File: config.mk
export PLATFORM = sky130hd
export DESIGN_NAME = bip2_control
export DESIGN_NICKNAME = d
export VERILOG_FILES = /design/src/rtl/bip2_control.sv
export SDC_FILE = /design/constraint.sdc
export NUM_CORES = 1
export LEC_CHECK = 0
export CAP_MARGIN = 0
export CORE_ASPECT_RATIO = 1.2
export CORE_MARGIN = 3
export CORE_UTILIZATION = 50
export DETAILED_ROUTE_END_ITERATION = 7
export HOLD_SLACK_MARGIN = 0.02
export PLACE_DENSITY_LB_ADDON = 0.3
export SETUP_SLACK_MARGIN = 0.3
export SYNTH_ARGS = -nofsm -noshare
export SYNTH_HDL_FRONTEND = slang
export SYNTH_SLANG_ARGS = --single-unit
File: constraint.sdc
create_clock -name clock_i -period 2.6 [get_ports clock_i]
set_input_delay 0.39 -clock clock_i [delete_from_list [all_inputs] [get_ports clock_i]]
set_output_delay 0.39 -clock clock_i [all_outputs]
set_load 0.005 [all_outputs]
File: src/rtl/bip2_control.sv
// +----------------------------------------------------------------------------+
// | Module      : bip2_control                                                 |
// | Description : BIP-2 fetch/decode/execute sequencer driving datapath        |
// |               controls, data-memory write and conditional branching.       |
// |               Optional macro BIP2_ILLEGAL_TRAP_EN traps opcodes 0F-1F.     |
// | Revision    : 1.0 - initial release                                        |
// +----------------------------------------------------------------------------+
`default_nettype none

module bip2_control #(
  parameter int MSB_DATA    = 16,
  parameter int MSB_OPERAND = 11,
  parameter int MSB_OPCODE  = 5,
  parameter int MSB_ROM     = 11,
  parameter int MSB_SELA    = 2,
  parameter int RESET_PC    = 0
) (
  input  logic                   clock_i,
  input  logic                   reset_i,
  input  logic [MSB_DATA-1:0]    im_data_i,
  input  logic                   flagZ_i,
  input  logic                   flagN_i,
  output logic [MSB_ROM-1:0]     im_addr_o,
  output logic [MSB_SELA-1:0]    selA_o,
  output logic                   selB_o,
  output logic                   wracc_o,
  output logic                   op_o,
  output logic [MSB_OPERAND-1:0] operand_o,
  output logic                   wrram_o,
`ifdef BIP2_ILLEGAL_TRAP_EN
  output logic                   illegal_o,
`endif
  output logic                   halted_o
);

  typedef enum logic [1:0] {
    S_FETCH  = 2'd0,
    S_DECODE = 2'd1,
    S_EXEC   = 2'd2,
    S_HALT   = 2'd3
  } state_t;

  localparam logic [MSB_OPCODE-1:0] OP_HLT  = MSB_OPCODE'(5'h00);
  localparam logic [MSB_OPCODE-1:0] OP_STO  = MSB_OPCODE'(5'h01);
  localparam logic [MSB_OPCODE-1:0] OP_LD   = MSB_OPCODE'(5'h02);
  localparam logic [MSB_OPCODE-1:0] OP_LDI  = MSB_OPCODE'(5'h03);
  localparam logic [MSB_OPCODE-1:0] OP_ADD  = MSB_OPCODE'(5'h04);
  localparam logic [MSB_OPCODE-1:0] OP_ADDI = MSB_OPCODE'(5'h05);
  localparam logic [MSB_OPCODE-1:0] OP_SUB  = MSB_OPCODE'(5'h06);
  localparam logic [MSB_OPCODE-1:0] OP_SUBI = MSB_OPCODE'(5'h07);
  localparam logic [MSB_OPCODE-1:0] OP_BEQ  = MSB_OPCODE'(5'h08);
  localparam logic [MSB_OPCODE-1:0] OP_BNE  = MSB_OPCODE'(5'h09);
  localparam logic [MSB_OPCODE-1:0] OP_BGT  = MSB_OPCODE'(5'h0A);
  localparam logic [MSB_OPCODE-1:0] OP_BGE  = MSB_OPCODE'(5'h0B);
  localparam logic [MSB_OPCODE-1:0] OP_BLT  = MSB_OPCODE'(5'h0C);
  localparam logic [MSB_OPCODE-1:0] OP_BLE  = MSB_OPCODE'(5'h0D);
  localparam logic [MSB_OPCODE-1:0] OP_JMP  = MSB_OPCODE'(5'h0E);

  localparam logic [MSB_ROM-1:0]  C_RESET_PC = MSB_ROM'(RESET_PC);
  localparam logic [MSB_SELA-1:0] C_SELA_DM  = MSB_SELA'(2'b00);
  localparam logic [MSB_SELA-1:0] C_SELA_IMM = MSB_SELA'(2'b01);
  localparam logic [MSB_SELA-1:0] C_SELA_ULA = MSB_SELA'(2'b10);

  state_t                state_q, state_d;
  logic [MSB_ROM-1:0]    pc_q, pc_d;
  logic [MSB_DATA-1:0]   ir_q, ir_d;
  logic                  zr_q, zr_d;
  logic                  nr_q, nr_d;
  logic                  illegal_q, illegal_d;

  logic [MSB_OPCODE-1:0] opcode_w;
  logic                  taken_w;
  logic [MSB_SELA-1:0]   sela_w;
  logic                  selb_w;
  logic                  op_w;
  logic                  wracc_w;
  logic                  wrram_w;

  assign opcode_w = ir_q[MSB_DATA-1 -: MSB_OPCODE];

  always_ff @(posedge clock_i) begin
    if (reset_i) begin
      state_q   <= S_FETCH;
      pc_q      <= C_RESET_PC;
      ir_q      <= '0;
      zr_q      <= 1'b0;
      nr_q      <= 1'b0;
      illegal_q <= 1'b0;
    end else begin
      state_q   <= state_d;
      pc_q      <= pc_d;
      ir_q      <= ir_d;
      zr_q      <= zr_d;
      nr_q      <= nr_d;
      illegal_q <= illegal_d;
    end
  end

  always_comb begin
    taken_w = 1'b0;
    case (opcode_w)
      OP_BEQ:  taken_w = zr_q;
      OP_BNE:  taken_w = ~zr_q;
      OP_BGT:  taken_w = ~zr_q & ~nr_q;
      OP_BGE:  taken_w = ~nr_q;
      OP_BLT:  taken_w = nr_q;
      OP_BLE:  taken_w = nr_q | zr_q;
      OP_JMP:  taken_w = 1'b1;
      default: taken_w = 1'b0;
    endcase
  end

  always_comb begin
    state_d   = state_q;
    pc_d      = pc_q;
    ir_d      = ir_q;
    zr_d      = zr_q;
    nr_d      = nr_q;
    illegal_d = illegal_q;
    sela_w    = '0;
    selb_w    = 1'b0;
    op_w      = 1'b0;
    wracc_w   = 1'b0;
    wrram_w   = 1'b0;

    case (state_q)
      S_FETCH: state_d = S_DECODE;
      S_DECODE: begin
        ir_d    = im_data_i;
        state_d = S_EXEC;
      end
      S_EXEC: begin
        state_d = S_FETCH;
        pc_d    = taken_w ? ir_q[MSB_ROM-1:0] : pc_q + MSB_ROM'(1);
        case (opcode_w)
          OP_HLT: begin
            state_d = S_HALT;
            pc_d    = pc_q;
          end
          OP_STO: wrram_w = 1'b1;
          OP_LD: begin
            sela_w  = C_SELA_DM;
            wracc_w = 1'b1;
          end
          OP_LDI: begin
            sela_w  = C_SELA_IMM;
            wracc_w = 1'b1;
          end
          OP_ADD, OP_ADDI, OP_SUB, OP_SUBI: begin
            sela_w  = C_SELA_ULA;
            selb_w  = opcode_w[0];
            op_w    = opcode_w[1];
            wracc_w = 1'b1;
            zr_d    = flagZ_i;
            nr_d    = flagN_i;
          end
          OP_BEQ, OP_BNE, OP_BGT, OP_BGE, OP_BLT, OP_BLE, OP_JMP: ;
          default: begin
`ifdef BIP2_ILLEGAL_TRAP_EN
            state_d   = S_HALT;
            pc_d      = pc_q;
            illegal_d = 1'b1;
`endif
          end
        endcase
      end
      S_HALT: state_d = S_HALT;
      default: state_d = S_FETCH;
    endcase

    // A reset landing mid-EXEC must not let a strobe escape in that cycle.
    if (reset_i) begin
      sela_w  = '0;
      selb_w  = 1'b0;
      op_w    = 1'b0;
      wracc_w = 1'b0;
      wrram_w = 1'b0;
    end
  end

  assign im_addr_o = pc_q;
  assign operand_o = ir_q[MSB_OPERAND-1:0];
  assign selA_o    = sela_w;
  assign selB_o    = selb_w;
  assign op_o      = op_w;
  assign wracc_o   = wracc_w;
  assign wrram_o   = wrram_w;
  assign halted_o  = (state_q == S_HALT);
`ifdef BIP2_ILLEGAL_TRAP_EN
  assign illegal_o = illegal_q;
`endif

endmodule

`default_nettype wire

### Yosys cells after proc, flatten, opt, wreduce, memory -nomap -nowiden

Index checks and enable logic that the tools add are counted.

| operators by class | value |
|---|---|
| add/subtract/negate cells | 1 |
| equality and inequality tests | 17 |
| muxes and demuxes | 19 |
| bitwise logic cells | 5 |
| reduce and logical (&&, ||, !) cells | 6 |

Operator list:

| operator | number |
|---|---|
| $eq 5x4->1 const B | 7 |
| $eq 5x3->1 const B | 4 |
| $mux 1 | 12 |
| $add 11x1->11 const B | 1 |
| $mux 11 | 1 |
| $eq 5x2->1 const B | 2 |
| $pmux 2 s4 | 1 |
| $pmux 1 s7 | 1 |
| $mux 2 | 3 |
| $reduce_or 6->1 | 1 |
| $eq 5x1->1 const B | 1 |
| $logic_not 5->1 | 1 |
| $eq 2x2->1 const B | 2 |
| $pmux 2 s2 | 1 |
| $reduce_and 2->1 | 2 |
| $reduce_or 4->1 | 1 |
| $not 1->1 | 3 |
| $eq 2x1->1 const B | 1 |
| $logic_not 2->1 | 1 |
| $and 1x1->1 | 1 |
| $or 1x1->1 | 1 |

| word-level totals | value |
|---|---|
| register bits | 31 |
| bits of input ports | 20 |

### Longest topological paths before layout

| logic depth | value |
|---|---|
| depth in word-level cells | 5 |
| gate-level depth with buffers | 7 |
| gate-level depth less buffers | 6 |

### Worst setup path before layout

OpenSTA, ideal clock, no wires.

| path | value |
|---|---|
| kind | register to register |
| from | register ir_q[11] |
| to | register pc_q[8], in the netlist im_addr_o[8] |
| setup time | 0.120 ns |
| arrival | 1.555 ns |
| data required time | 2.480 ns |
| setup slack | 0.926 ns |
| cell stages (with the launch flop) | 8 |
| buffers on the path | 2 |
| period minus slack after synthesis | 1.674 ns |
| cell sequence | dfxtp_1 -> buf_2 -> a211o_1 -> and3_4 -> o21a_1 -> buf_2 -> and3_1 -> a211o_1 |

| on the way | value |
|---|---|
| longest elaborated chain between the ends | 3 |

Ends and longest elaborated chain:

| item | RTL line | source |
|---|---|---|
| start, declared | 66 | `logic [MSB_DATA-1:0] ir_q, ir_d;` |
| start signal, assigned | 92 | `ir_q <= ir_d;` |
| $eq 5x4->1 / $logic_not 5->1 (equally long branches) | 101, 135 |  |
| $pmux 1 s7 / $not 1->1 (equally long branches) | n/a |  |
| $mux 11 / $reduce_and 2->1 (equally long branches) | n/a |  |
| end signal, assigned | 91 | `pc_q <= pc_d;` |
| end, declared | 65 | `logic [MSB_ROM-1:0] pc_q, pc_d;` |

Several ways; a longest one is shown, not always the timed one.
A chain may end at the register's enable or synchronous reset.

### Final worst setup path

| path | value |
|---|---|
| from | input reset_i |
| to | output op_o |

| on the way | value |
|---|---|
| longest elaborated chain between the ends | 1 |

Ends and longest elaborated chain:

| item | RTL line | source |
|---|---|---|
| start, declared | 19 | `input logic reset_i,` |
| $mux 1 | 172 | `if (reset_i) begin` |
| end, declared | 27 | `output logic op_o,` |

No other way between the ends.

==> out/summary.md <==
The via count of the first global-routing pass was 1,414. The analysis attributes to cell leakage a power of 0.000905 uW. The slowest cell on the critical path was sky130_fd_sc_hd__clkdlybuf4s50_1. Number of storage elements in the synthesis netlist: 31. The average wire per cell in the routed design came out at 13.9 um. Together, buffers and inverters on the worst path number 4.

The worst setup path is launched from an input pin. The most common cell in the synthesized netlist is sky130_fd_sc_hd__nand2_1. After global routing the overflow that remains totals 0. Sorting the synthesized cells by area gives the leading types as sky130_fd_sc_hd__dfxtp_1, sky130_fd_sc_hd__nand2_1, sky130_fd_sc_hd__a21oi_1.

The number of different library cells used by synthesis comes to 42. The share of power burned in registers was 0.505. The weighted congestion at the end of routability-driven global placement is 0.772, and the count of routing violations after the opening detailed-route iteration is 92. The worst-case IR drop observed on VDD is 0.392 mV. The flow ran to the end, and the final reports show no timing, DRC or antenna violations. X dimension of the die: 57.8 um.

Among the stages of the critical path, the cell type that occurs most often is sky130_fd_sc_hd__buf_4. The detail route stage leaves a number of antenna-violating nets equal to 0. Largest net degree at the start of global routing: 25.

The run gives 2630 um as the HPWL reported at the end of detailed placement. The kind of end point of the critical path was an output pin. TritonCTS built the clock tree.

The initial antenna violation count was 0; the netlist area before placement was 1610 um^2. The beginning of the worst register-to-register path is ir_q[15]. After detailed routing, the number of remaining DRC violations is 0. The tools report the count of final hold-check violations as 0.

The headroom to the max-slew limit came out at 0.612. After clock tree synthesis, the clock-pin slew on the worst setup and hold paths is 0.08 ns. The worst hold path begins at ir_q[14].

In the synthesized netlist the dominant register cell turns out to be sky130_fd_sc_hd__dfxtp_1. The ratio of final minimum period to clock period was 0.861. In this run the cell area measured after placement is 2020 um^2. The tree built by TritonCTS fans out to 31 sinks. The die is 68.2 um tall. Buffers inserted to repair hold after CTS numbered 0. In this run the worst hold path is classified as flip-flop to flip-flop.

Clock root buffer master: sky130_fd_sc_hd__clkbuf_4. The logs give 0.547 for the starting density of the core and 2180 um^2 for the final standard cell area without fillers. The growth of design area from synthesis to finish came out at 35.1%. The clock passes through at most 2 buffers. The share of power burned in combinational logic was 0.197; the largest fanout on the critical path was 24.

Setup repair after global routing left no endpoint under its margin. The net switching power figure is 291 uW. The slew at the pin closest to its max-slew limit is 0.582 ns. The worst register-to-register path ends at im_addr_o[8].

The fraction of final layout cells sized beyond drive strength 1 was 0.113. The pre-antenna-repair detailed-routing pass consisted of 4 iterations. For this design the ratio of total power to cell area is 489 nW/um^2. The floorplan step defined a core boundary enclosing 2940 um^2.

After routing, the total negative slack on setup checks comes to 0 ns. Wire length of the first global-routing pass: 6240 um. The total vias in the final route is 1,547, and the post-synthesis instance total is 206. The worst setup skew after layout was 0.0131 ns.

sky130_fd_sc_hd__dfxtp_1 takes more of the synthesized area than any other cell. By count the netlist is led by sky130_fd_sc_hd__nand2_1, sky130_fd_sc_hd__dfxtp_1, sky130_fd_sc_hd__a21oi_1, sky130_fd_sc_hd__buf_4. Data arrives at the worst endpoint at 1.85 ns. The logs give 0 for the max-slew violation total from the final report and 0 for the antenna diode instance count. The path with the worst hold slack has its endpoint at ir_q[14]. Port buffering added 48 buffers. The internal portion of the total power is 772 uW.

Share of the synthesized area in the top cell type: 0.385. Setup violations remaining at the end of the flow were counted as 0. Total of warnings raised by yosys: 0. Summed over all layers, the routed wires come to 3910 um. Based on the critical path, the design can be clocked at up to 446 MHz. For this design the top-level I/O count stands at 49. For the final core area utilization, the log shows 0.739.

The vias per cell is 5.51. Synthesis produced a netlist with a net count of 227. The biggest cell delay along the critical path came out at 0.53 ns. The worst hold path passes through 2 cells.

The average footprint of a synthesized cell came out at 7.82 um^2. The net switching share of the total power came out at 0.274. The smallest clock period supported by the final layout is computed as 2.24 ns. The tools report the part of the total power dissipated in the clock network as 0.298. Counting cells, the worst reg-to-reg path comes to 7. The worst register-to-register path has a setup slack of 0.64 ns. The H-tree was split into 2 levels. The worst setup path is of the input pin to output pin kind. Data on the critical path is required at its endpoint by 2.21 ns. The clock reaches the later pin of the worst-skew pair after 0.33 ns. The number of synthesized flops with an enable pin is 0, and the placement row count is 21. The sequential-to-total area share from yosys stat came out at 0.385. Among cell families on the critical path, the largest total delay comes from buffers and inverters. Traced cell by cell, the critical path runs through clkdlybuf4s50_1 -> buf_4 -> nor2_4 -> buf_4 -> and2_1 -> dlygate4sd2_1.

The run gives 0.481 ns as the final worst hold slack. The die covers 3940 um^2. The design draws 1060 uW.

In the final design database the tool counted 267 nets. The share of async-settable or async-resettable flops after synthesis is 0, and the number of max-cap violations is 0. Buffers inserted during clock tree synthesis total 5.

For the global-route usage over all layers, the log shows 0.205.
[timing repair]
action	CTS	global route
setup buffers	1	4
gates resized for setup	10	7
pin swaps	2	3
gates cloned	0	0
setup endpoints to repair	5	3
[power groups by stage]
stage | clock (uW) | sequential [uW] | combinational (uW)
floorplan | 0 | 528 | 134
global placement | 0 | 543 | 186
detailed placement | 0 | 544 | 188
CTS | 322 | 535 | 198
global route | 344 | 541 | 232
finish | 317 | 537 | 209
[final cells by class]
type	count	area, um^2
Fill cell	249	767
Timing Repair Buffer	58	561
Sequential cell	31	622
Multi-Input combinational cell	146	867
Clock buffer	8	68.8
Inverter	4	15.0
Tap cell	34	42.5
[sequential cells by signal, indices dropped and copies added (netlist names)]
name,cells
nr_q,1
state_q,2
im_addr_o,11
zr_q,1
ir_q,16
[per-layer routing]
metal,track usage,share of wire,up-vias
li1,-,-,788
met1,0.251,0.45,705
met2,0.343,0.48,47
met3,0.0453,0.049,7
met4,0.0957,0.015,0
met5,0,0,-
[worst max-delay path by stage]
stage / startpoint / end / cells after the start
6_report: reset_i / op_o / 6
5_1_grt: reset_i / op_o / 6
4_1_cts: ir_q[14] / selB_o / 6
3_5_place_dp: reset_i / op_o / 5
3_3_place_gp: reset_i / selA_o[0] / 5
2_1_floorplan: ir_q[11] / im_addr_o[8] / 7
[cells in the final DEF, fill, tap and decap left out, drive strengths merged, types with 5 or more instances in the layout]
cell type,netlist,final
a21oi,20,20
a31oi,5,5
buf,17,10
clkbuf,8,8
clkdlybuf4s50,0,43
dfxtp,31,31
mux2i,6,6
nand2,43,43
nand3,10,10
nor2,10,10
[metrics by stage]
stage                     std cells  setup WS [ns]
final                           281          0.360
after global routing            281          0.294
after CTS                       277          0.310
after detailed placement        268          0.322
after global placement          268          0.355
after floorplan                 206          0.926
[cell families after synthesis]
family                     count (synthesis)  share of synthesized area
buffers and inverters                     29                      0.103
AOI/OAI and AO/OA                         48                      0.193
and+or+nand+nor                           90                      0.268
DFF                                       31                      0.385
muxes                                      6                     0.0373
xor gates and xnor gates                   1                    0.00544
adders and majority gates                  1                    0.00777
[tightest hold or removal path, delay by kind of cell, from the launching register on]
kind | cells | cell delay [ns]
flops | 1 | 0.33
simple gates | 1 | 0.06
compound gates | 1 | 0.05
No activity file was read; power rests on OpenSTA's default activity.
